**config.mk**
```make
export PLATFORM = sky130hd
export DESIGN_NAME = mult_div_unit
export DESIGN_NICKNAME = d
export VERILOG_FILES = /design/src/rtl/mult_div_pkg.sv /design/src/rtl/mult_div_unit_div_step.sv /design/src/rtl/mult_div_unit.sv
export SDC_FILE = /design/constraint.sdc
export NUM_CORES = 1
export LEC_CHECK = 0
export ABC_CLOCK_PERIOD_IN_PS = 5950
export BUFFER_PORTS_ARGS = -buffer_cell sky130_fd_sc_hd__buf_2
export CAP_MARGIN = 20
export CELL_PAD_IN_SITES_DETAIL_PLACEMENT = 0
export CELL_PAD_IN_SITES_GLOBAL_PLACEMENT = 1
export CORE_UTILIZATION = 47
export DETAILED_ROUTE_END_ITERATION = 10
export GPL_TIMING_DRIVEN = 0
export PLACE_DENSITY = 0.78
export SLEW_MARGIN = 0
export SYNTH_ARGS = -nofsm -noshare
export SYNTH_HDL_FRONTEND = slang
export SYNTH_SLANG_ARGS = --single-unit
```
**constraint.sdc**
```tcl
create_clock -name clk -period 5.95 [get_ports clk]
set_clock_uncertainty 0.2 [all_clocks]
set_input_delay 0.2975 -clock clk [delete_from_list [all_inputs] [get_ports clk]]
set_output_delay 0.2975 -clock clk [all_outputs]
set_load 0.02 [all_outputs]
```
**src/rtl/mult_div_pkg.sv**
```systemverilog
// Shared constants, state encoding and op encodings for the sequential multiply/divide unit.
package mult_div_pkg;

    localparam int DEFAULT_WIDTH = 32;
    localparam int ITERATIONS    = 32;

    typedef enum logic [1:0] {
        IDLE = 2'd0,
        MULT = 2'd1,
        DIV  = 2'd2,
        DONE = 2'd3
    } state_e;

    localparam logic OP_MULT = 1'b0;
    localparam logic OP_DIV  = 1'b1;

endpackage

```
**src/rtl/mult_div_unit_div_step.sv**
```systemverilog
// One restoring-division iteration: shift in the next dividend bit and keep the trial
// difference only when it stays non-negative.
module div_restoring_step
    import mult_div_pkg::*;
#(
    parameter int WIDTH = DEFAULT_WIDTH
) (
    input  logic [WIDTH:0]   rem_i,
    input  logic             bit_i,
    input  logic [WIDTH-1:0] divisor_i,
    output logic [WIDTH:0]   rem_o,
    output logic             q_o
);

    logic [WIDTH+1:0] shifted;
    logic [WIDTH+1:0] trial;

    // One extra top bit keeps the borrow visible even if the shifted remainder uses bit WIDTH.
    always_comb begin
        shifted = {rem_i, bit_i};
        trial   = shifted - {2'b00, divisor_i};
        q_o     = ~trial[WIDTH+1];
        rem_o   = q_o ? trial[WIDTH:0] : shifted[WIDTH:0];
    end

endmodule

```
**src/rtl/mult_div_unit.sv**
```systemverilog
// Sequential signed multiply (radix-2 Booth) / divide (restoring on magnitudes) unit with
// HI/LO result registers for the multicycle datapath.
module mult_div_unit
    import mult_div_pkg::*;
#(
    parameter int WIDTH = DEFAULT_WIDTH
) (
    input  logic             clk,
    input  logic             reset,
    input  logic             start,
    input  logic             op,
    input  logic [WIDTH-1:0] operand_a,
    input  logic [WIDTH-1:0] operand_b,
    output logic             busy,
    output logic             done,
    output logic             div_by_zero,
    output logic [WIDTH-1:0] hi,
    output logic [WIDTH-1:0] lo
);

    localparam int CNT_W = $clog2(ITERATIONS);

    state_e             state_q, state_d;
    logic [CNT_W-1:0]   cnt_q, cnt_d;
    logic [2*WIDTH+1:0] booth_q, booth_d;
    logic [WIDTH:0]     rem_q, rem_d;
    logic [WIDTH-1:0]   quot_q, quot_d;
    logic [WIDTH-1:0]   opnd_q, opnd_d;
    logic               neg_quot_q, neg_quot_d;
    logic               neg_rem_q, neg_rem_d;
    logic               dbz_q, dbz_d;
    logic [WIDTH-1:0]   hi_q, hi_d;
    logic [WIDTH-1:0]   lo_q, lo_d;

    logic [WIDTH:0]     step_rem;
    logic               step_q;
    logic [WIDTH-1:0]   quot_next;
    logic [WIDTH:0]     acc_sum;
    logic [2*WIDTH+1:0] booth_next;
    logic [WIDTH-1:0]   abs_a, abs_b;
    logic               accept;
    logic               last_iter;

    div_restoring_step #(.WIDTH(WIDTH)) u_div_step (
        .rem_i     (rem_q),
        .bit_i     (quot_q[WIDTH-1]),
        .divisor_i (opnd_q),
        .rem_o     (step_rem),
        .q_o       (step_q)
    );

    assign quot_next = {quot_q[WIDTH-2:0], step_q};
    assign abs_a     = operand_a[WIDTH-1] ? (~operand_a + 1'b1) : operand_a;
    assign abs_b     = operand_b[WIDTH-1] ? (~operand_b + 1'b1) : operand_b;
    assign accept    = start && ((state_q == IDLE) || (state_q == DONE));
    assign last_iter = (cnt_q == CNT_W'(ITERATIONS - 1));

    // Booth accumulator is one bit wider than the operand so that -2^(WIDTH-1) can be subtracted safely.
    always_comb begin
        unique case (booth_q[1:0])
            2'b01:   acc_sum = booth_q[2*WIDTH+1:WIDTH+1] + {opnd_q[WIDTH-1], opnd_q};
            2'b10:   acc_sum = booth_q[2*WIDTH+1:WIDTH+1] - {opnd_q[WIDTH-1], opnd_q};
            default: acc_sum = booth_q[2*WIDTH+1:WIDTH+1];
        endcase
        booth_next = {acc_sum[WIDTH], acc_sum, booth_q[WIDTH:1]};
    end

    always_comb begin
        state_d    = state_q;
        cnt_d      = cnt_q;
        booth_d    = booth_q;
        rem_d      = rem_q;
        quot_d     = quot_q;
        opnd_d     = opnd_q;
        neg_quot_d = neg_quot_q;
        neg_rem_d  = neg_rem_q;
        dbz_d      = dbz_q;
        hi_d       = hi_q;
        lo_d       = lo_q;

        unique case (state_q)
            IDLE: ;
            MULT: begin
                booth_d = booth_next;
                cnt_d   = cnt_q + 1'b1;
                if (last_iter) begin
                    state_d = DONE;
                    hi_d    = booth_next[2*WIDTH:WIDTH+1];
                    lo_d    = booth_next[WIDTH:1];
                end
            end
            DIV: begin
                rem_d  = step_rem;
                quot_d = quot_next;
                cnt_d  = cnt_q + 1'b1;
                if (last_iter) begin
                    state_d = DONE;
                    lo_d    = neg_quot_q ? (~quot_next + 1'b1) : quot_next;
                    hi_d    = neg_rem_q ? (~step_rem[WIDTH-1:0] + 1'b1) : step_rem[WIDTH-1:0];
                end
            end
            DONE: begin
                if (!start) state_d = IDLE;
            end
            default: state_d = IDLE;
        endcase

        // A divide by zero skips the iterations and leaves HI/LO untouched.
        if (accept) begin
            cnt_d = '0;
            dbz_d = 1'b0;
            if (op == OP_DIV) begin
                if (operand_b == '0) begin
                    state_d = DONE;
                    dbz_d   = 1'b1;
                end else begin
                    state_d    = DIV;
                    rem_d      = '0;
                    quot_d     = abs_a;
                    opnd_d     = abs_b;
                    neg_quot_d = operand_a[WIDTH-1] ^ operand_b[WIDTH-1];
                    neg_rem_d  = operand_a[WIDTH-1];
                end
            end else begin
                state_d = MULT;
                booth_d = {{(WIDTH+1){1'b0}}, operand_b, 1'b0};
                opnd_d  = operand_a;
            end
        end
    end

    always_ff @(posedge clk or negedge reset) begin
        if (!reset) begin
            state_q    <= IDLE;
            cnt_q      <= '0;
            booth_q    <= '0;
            rem_q      <= '0;
            quot_q     <= '0;
            opnd_q     <= '0;
            neg_quot_q <= 1'b0;
            neg_rem_q  <= 1'b0;
            dbz_q      <= 1'b0;
            hi_q       <= '0;
            lo_q       <= '0;
        end else begin
            state_q    <= state_d;
            cnt_q      <= cnt_d;
            booth_q    <= booth_d;
            rem_q      <= rem_d;
            quot_q     <= quot_d;
            opnd_q     <= opnd_d;
            neg_quot_q <= neg_quot_d;
            neg_rem_q  <= neg_rem_d;
            dbz_q      <= dbz_d;
            hi_q       <= hi_d;
            lo_q       <= lo_d;
        end
    end

    assign busy        = (state_q == MULT) || (state_q == DIV);
    assign done        = (state_q == DONE);
    assign div_by_zero = (state_q == DONE) && dbz_q;
    assign hi          = hi_q;
    assign lo          = lo_q;

endmodule

```
==> flow_summary.toml, run 1 <==
[synth]
synth-seq-cells = 237
synthesis.area_um2 = 18700
ys_seq_area_frac = 0.317
yosys.area.top_type = "dfrtp_1"
syn-num-nets = 2421
synth-adder-area-share = 0.0530
synth_compound_area_frac = 0.248
synthFlopType = "dfrtp_1"
synth-edff-count = 0
synth_top_family_by_area = "compound AO/OA/AOI/OAI gates"
ys_warn_count = 0
synth_xor_area_frac = 0.0838
synth_cells = 2275
synthMostInstantiatedCell = "nand2_1"
synthArstFlopShare = 1.00
yosys.area_share.simple = 0.179
synthTopCellsByCount = "nand2_1, o21ai_0, dfrtp_1, nor2_1, a21oi_1"
muxShareOfSynthArea = 0.0711
synth_top_area_share = 0.317
synth_cell_types = 105
syn_avg_cell_area_um2 = 8.22
synthTopCellsByArea = "dfrtp_1, o21ai_0, mux2i_1, nand2_1, ha_1"

[route]
firstDrtPassIters = 5
wl_per_cell_um = 24.8
drt_iter0_drc = 1645
postRouteAntennaNets = 0
routed_via_density = 6.19
drcViolationCount = 0
wirelength_mm = 75.4
num_vias = 18800

[floorplan]
die_h_um = 201
fp.dieW_um = 201
rows = 72
start_util = 0.481
ioPinCount = 135
coreArea_um2 = 38900
die_area_um2 = 40600

[timing]
finalCritPeriodShare = 0.950
setup_violations = 0
fmax_mhz = 177
hold_viol_final = 0
fin_hold_ws_ns = 0.0259
worst_slew_pin_slew_ns = 1.09
slew_violations = 0
rsz0062_at_grt = "false"
relSlewSlack = 0.272
post-route-min-period_ns = 5.65

[outcome]
outcome = "finished clean"

[clocking]
clock-sinks = 237
htree_levels = 1
clk_latency_ns = 0.60
ctsRootBufferMaster = "clkbuf_16"
cts_tree = "yes"
cts_buffer_depth = 3
path_clk_slew_ns = 0.06
cts_made_buffers = 29

[setup_path]
r2r_slack_ns = 0.30
critPathMaxStageDelay_ns = 0.46
critPathSlowestCell = "dfrtp_1"
reg2reg_from = "opnd_q[4]$_DFFE_PN0P_"
cp-start-kind = "flop"
arrival_ns = 5.89
r2r-end = "hi[18]$_DFFE_PN0P_"
path_common_cell = "buf_6"
path_cells = "inv_1, ha_1, and2_4, a221oi_4, a2111oi_4, buf_4, o31a_4, o211ai_2, o211a_1, buf_6, inv_4, buf_12, buf_6, buf_6, buf_2, a21oi_2, ha_4, inv_1, nor4_1, o211ai_1, o21ai_1, xor2_1, a21oi_1, a21oi_1"
end_kind = "flop"
crit_type = "flop to flop"
worst_ep_required_time_ns = 6.19
path_max_fanout = 10
ff2ff_path_depth = 24

[place]
gp_congestion = 0.976
dpl.hpwl_mm = 58.9
portBuffers = 132
placed_area_um2 = 20100

[global_route]
grt_start_max_net_pins = 117
antenna_found_initial = 0
use_met1 = 0.485
use_met2 = 0.591
grt_pass1_vias = 18200
grt_overflow = 0
grt_usage = 0.368
grt_pass1_wl_mm = 113
grt_use_met3 = 0.0454
grt_busiest_layer = "met2"

[flow_run]
cap_violations = 0

[final_layout]
final_area_um2 = 21700
area_growth_pct = 16.3
fin_nets = 2652
diodes = 0
drive_gt1_frac = 0.114

[worst_hold_path]
hold_class = "primary input to asynchronous set/reset pin"
==> worst max-delay path by stage <==
stage	from	endpoint	slack [ns]
finish	opnd_q[4]$_DFFE_PN0P_	hi[18]$_DFFE_PN0P_	0.30
global route	opnd_q[14]$_DFFE_PN0P_	hi[18]$_DFFE_PN0P_	0.03
detailed placement	opnd_q[28]$_DFFE_PN0P_	hi[18]$_DFFE_PN0P_	-0.05
global placement	reset	quot_q[23]$_DFF_PN0_	-0.14
CTS	opnd_q[28]$_DFFE_PN0P_	hi[18]$_DFFE_PN0P_	0.03
floorplan	opnd_q[4]$_DFFE_PN0P_	hi[16]$_DFFE_PN0P_	1.18
==> placed cells by master, fill, tap and decap left out, drive strengths merged, types with 27 or more instances in the layout <==
| master | Yosys | routed |
|---|---|---|
| nand2 | 282 | 282 |
| o21ai | 273 | 273 |
| dfrtp | 237 | 237 |
| nor2 | 194 | 194 |
| buf | 28 | 163 |
| a21oi | 157 | 157 |
| clkbuf | 107 | 147 |
| xnor2 | 108 | 108 |
| mux2i | 108 | 108 |
| ha | 76 | 76 |
| a211oi | 73 | 73 |
| xor2 | 71 | 71 |
| inv | 68 | 69 |
| dlygate4sd3 | 0 | 64 |
| nor3 | 34 | 34 |
| o31ai | 31 | 31 |
| nor4 | 29 | 29 |
| nand3 | 28 | 28 |
| a31oi | 27 | 27 |
==> sequential cells by signal, indices dropped and copies added, names as in the netlist <==
| name | flops |
|---|---|
| quot_q | 32 |
| cnt_q | 5 |
| dbz_q | 1 |
| hi | 32 |
| lo | 32 |
| booth_q | 66 |
| state_q | 2 |
| neg_quot_q | 1 |
| neg_rem_q | 1 |
| opnd_q | 32 |
| rem_q | 33 |
==> cell type report <==
class | count | area (um^2)
fillers | 3769 | 17200
multi-input cells | 1833 | 11900
flip-flops and latches | 237 | 5930
repair buffers | 201 | 1390
clock buffers | 39 | 793
well taps | 518 | 648
plain buffers | 135 | 631
inverters | 69 | 262
clock inverters | 11 | 161
==> routing by layer <==
metal	part of all wire	wire length, um	vias to the layer above
met5	0	0	-
met3	0.062	4660	179
met1	0.42	31900	9210
met2	0.46	34600	756
li1	-	-	8697
met4	0.057	4330	0
==> cell families after synthesis <==
kind of cell	count (synthesis)
adder cells (fa/ha/maj)	78
AND/OR/NAND/NOR	717
AO/OA/AOI/OAI	730
multiplexers	129
buffers and inverters	205
flip-flops	237
XOR/XNOR	179
==> through the flow <==
stage	util	instances	worst slack (ns)	TNS, ns
2_1_floorplan	-	2275	1.18	0
3_3_place_gp	0.514	2925	-0.143	-26.79
3_5_place_dp	0.516	2927	-0.0509	-0.0762
4_1_cts	0.557	3040	0.0289	0
5_1_grt	0.559	3043	0.0251	0
6_report	0.559	3043	0.298	0
==> what timing repair did <==
action | in CTS | in global routing
hold endpoints to repair | 222 | 0
resized for setup | 0 | 14
buffers inserted | 0 | 3
pin swaps | 0 | 1
endpoints found under the setup margin | 3 | 16
hold buffers | 64 | 0
==> critical path, delay by kind of cell (launching register included) <==
kind	cells	cell delay, ns
AO/OA/AOI/OAI	10	2.22
XOR/XNOR	1	0.11
adder cells (fa/ha/maj)	2	0.65
buffers and inverters	9	1.36
flip-flops	1	0.46
AND/OR/NAND/NOR	2	0.51
Power of run 1 is not shown: default switching activity piles up to over one toggle a cycle in this logic, so the estimate is an artifact.
==> run 2: changes to the inputs <==
Settings changed: CAP_MARGIN 20 to not set, CORE_UTILIZATION 47 to 40, PLACE_DENSITY 0.78 to 0.67.
==> run 2 against run 1 <==
Global-route usage is 4.0 points lower. First-iteration DRC count down 15%. Worst hold slack better by 0.0087 ns. Clock-buffer cell count up 1. Setup slack got worse by 0.026 ns. Sequential share of layout area down 0.28 points. Register-to-register slack worse by 0.03 ns. Via count down 1.2%. Routed wire length increased by 3.9%. Largest cell class unchanged. Die area is 17% higher. Design area up 1.0%.
==> flow_summary.toml, run 2 (synthesis gave the netlist of run 1 again) <==
[outcome]
outcome = "finished clean"

[timing]
worst_slew_pin_slew_ns = 1.09
rsz0062_at_grt = "false"
tns_ns = 0
setup_violations = 0
slew_violations = 0
post-route-min-period_ns = 5.68
layout_setup_ws_ns = 0.272
relSlewSlack = 0.273
hold_viol_final = 0
finalCritPeriodShare = 0.954
fmax_mhz = 176

[worst_hold_path]
hold_class = "primary input to flop"

[final_layout]
final_common_cell = "nand2_1"
largest_reg_flops = 66
drive_gt1_frac = 0.116
fin_nets = 2655
area.sequential_um2 = 5930
area_growth_pct = 17.5
layout_common_cells = "nand2_1, o21ai_0, dfrtp_1"
multiInputGateArea_um2 = 11900
largest-register = "booth_q"
reg_top3 = "booth_q x66, rem_q x33"
n_fill_cell = 4683

[clocking]
cts_tree = "yes"
clk_latency_ns = 0.60
path_clk_slew_ns = 0.06
htree_levels = 1
cts_buffer_depth = 3
ctsRootBufferMaster = "clkbuf_16"
cts_made_buffers = 30
clock-sinks = 237

[route]
num_vias = 18600
routed_via_density = 5.94
firstDrtPassIters = 7
postRouteAntennaNets = 0
drt_iter0_drc = 1393
wirelength_mm = 78.3
drcViolationCount = 0
wl_per_cell_um = 25.0

[floorplan]
ioPinCount = 135
die_h_um = 218
coreArea_um2 = 45800
die_area_um2 = 47600
fp.dieW_um = 218
start_util = 0.409
rows = 78

[setup_path]
crit_type = "flop to flop"
arrival_ns = 5.98
cp-start-kind = "flop"
worst_ep_required_time_ns = 6.25
path_max_fanout = 10
end_kind = "flop"

[global_route]
grt_overflow = 0
grt_pass1_wl_mm = 116
grt_usage = 0.328
grt_start_max_net_pins = 113
grt_pass1_vias = 18100
antenna_found_initial = 0

[place]
portBuffers = 132
dpl.hpwl_mm = 61.5
dp_slack_ns = -0.0324
gp_congestion = 0.940

[flow_run]
cap_violations = 0
## run 2: final timing paths
| check | end | slack, ns | cells past startpoint | from |
|---|---|---|---|---|
| min in group asynchronous | hi[8]$_DFFE_PN0P_ | 0.05 | 3 | reset |
| hold reg to reg | hi[12]$_DFFE_PN0P_ | 0.27 | 2 | hi[12]$_DFFE_PN0P_ |
| setup / recovery | hi[18]$_DFFE_PN0P_ | 0.27 | 22 | opnd_q[28]$_DFFE_PN0P_ |
| max in group asynchronous | lo[30]$_DFFE_PN0P_ | 4.40 | 4 | reset |
| setup reg to reg | hi[18]$_DFFE_PN0P_ | 0.27 | 22 | opnd_q[28]$_DFFE_PN0P_ |
| hold / removal | quot_q[2]$_DFF_PN0_ | 0.03 | 5 | operand_a[31] |
## run 2: worst max-delay path, cell delays in order (launching register included)
cell and delay [ns]:
dfrtp_1 0.47, inv_1 0.20, ha_1 0.40, a21oi_1 0.34
o21ai_0 0.17, a211oi_1 0.31, o21ai_1 0.13, or2_1 0.22
o211a_1 0.21, buf_6 0.14, inv_4 0.14, buf_12 0.16
buf_6 0.16, buf_2 0.28, mux2i_2 0.38, ha_4 0.26
inv_1 0.10, nor4_1 0.29, o211ai_1 0.19, o21ai_1 0.21
xor2_1 0.31, a21oi_1 0.14, a21oi_1 0.16
## run 2: area by class of cell
cell class,count,share of cell area
inverters,69,0.0119
flip-flops and latches,237,0.270
multi-input cells,1833,0.542
repair buffers,203,0.0648
diodes,2,0.000228
plain buffers,135,0.0286
clock inverters,16,0.00928
clock buffers,40,0.0386
well taps,600,0.0342
## run 2: what timing repair did
action / CTS / global route
gates resized for setup: 1 / 9
hold endpoints to repair: 210 / 0
cloned: 0 / 0
setup buffers: 0 / 1
setup endpoints to repair: 4 / 15
hold buffers: 68 / 0
pin swaps: 0 / 1
## run 2: stage by stage
stage | instances | utilization | instance area, um^2 | hold WS, ns
5_1_grt | 3133 | 0.480 | 22000 | 0.0735
2_1_floorplan | 2275 | - | 18700 | -0.198
4_1_cts | 3132 | 0.479 | 21900 | 0.00783
3_3_place_gp | 3007 | 0.439 | 20100 | 0.255
3_5_place_dp | 3009 | 0.441 | 20200 | 0.00625
6_report | 3135 | 0.480 | 22000 | 0.0346
## run 2: routing by layer
metal,part of all wire,GRT usage
met1,0.43,0.427
met2,0.47,0.545
met3,0.049,0.0370
met4,0.049,0.147
met5,0,0
Power of run 2 is left out for the same reason.
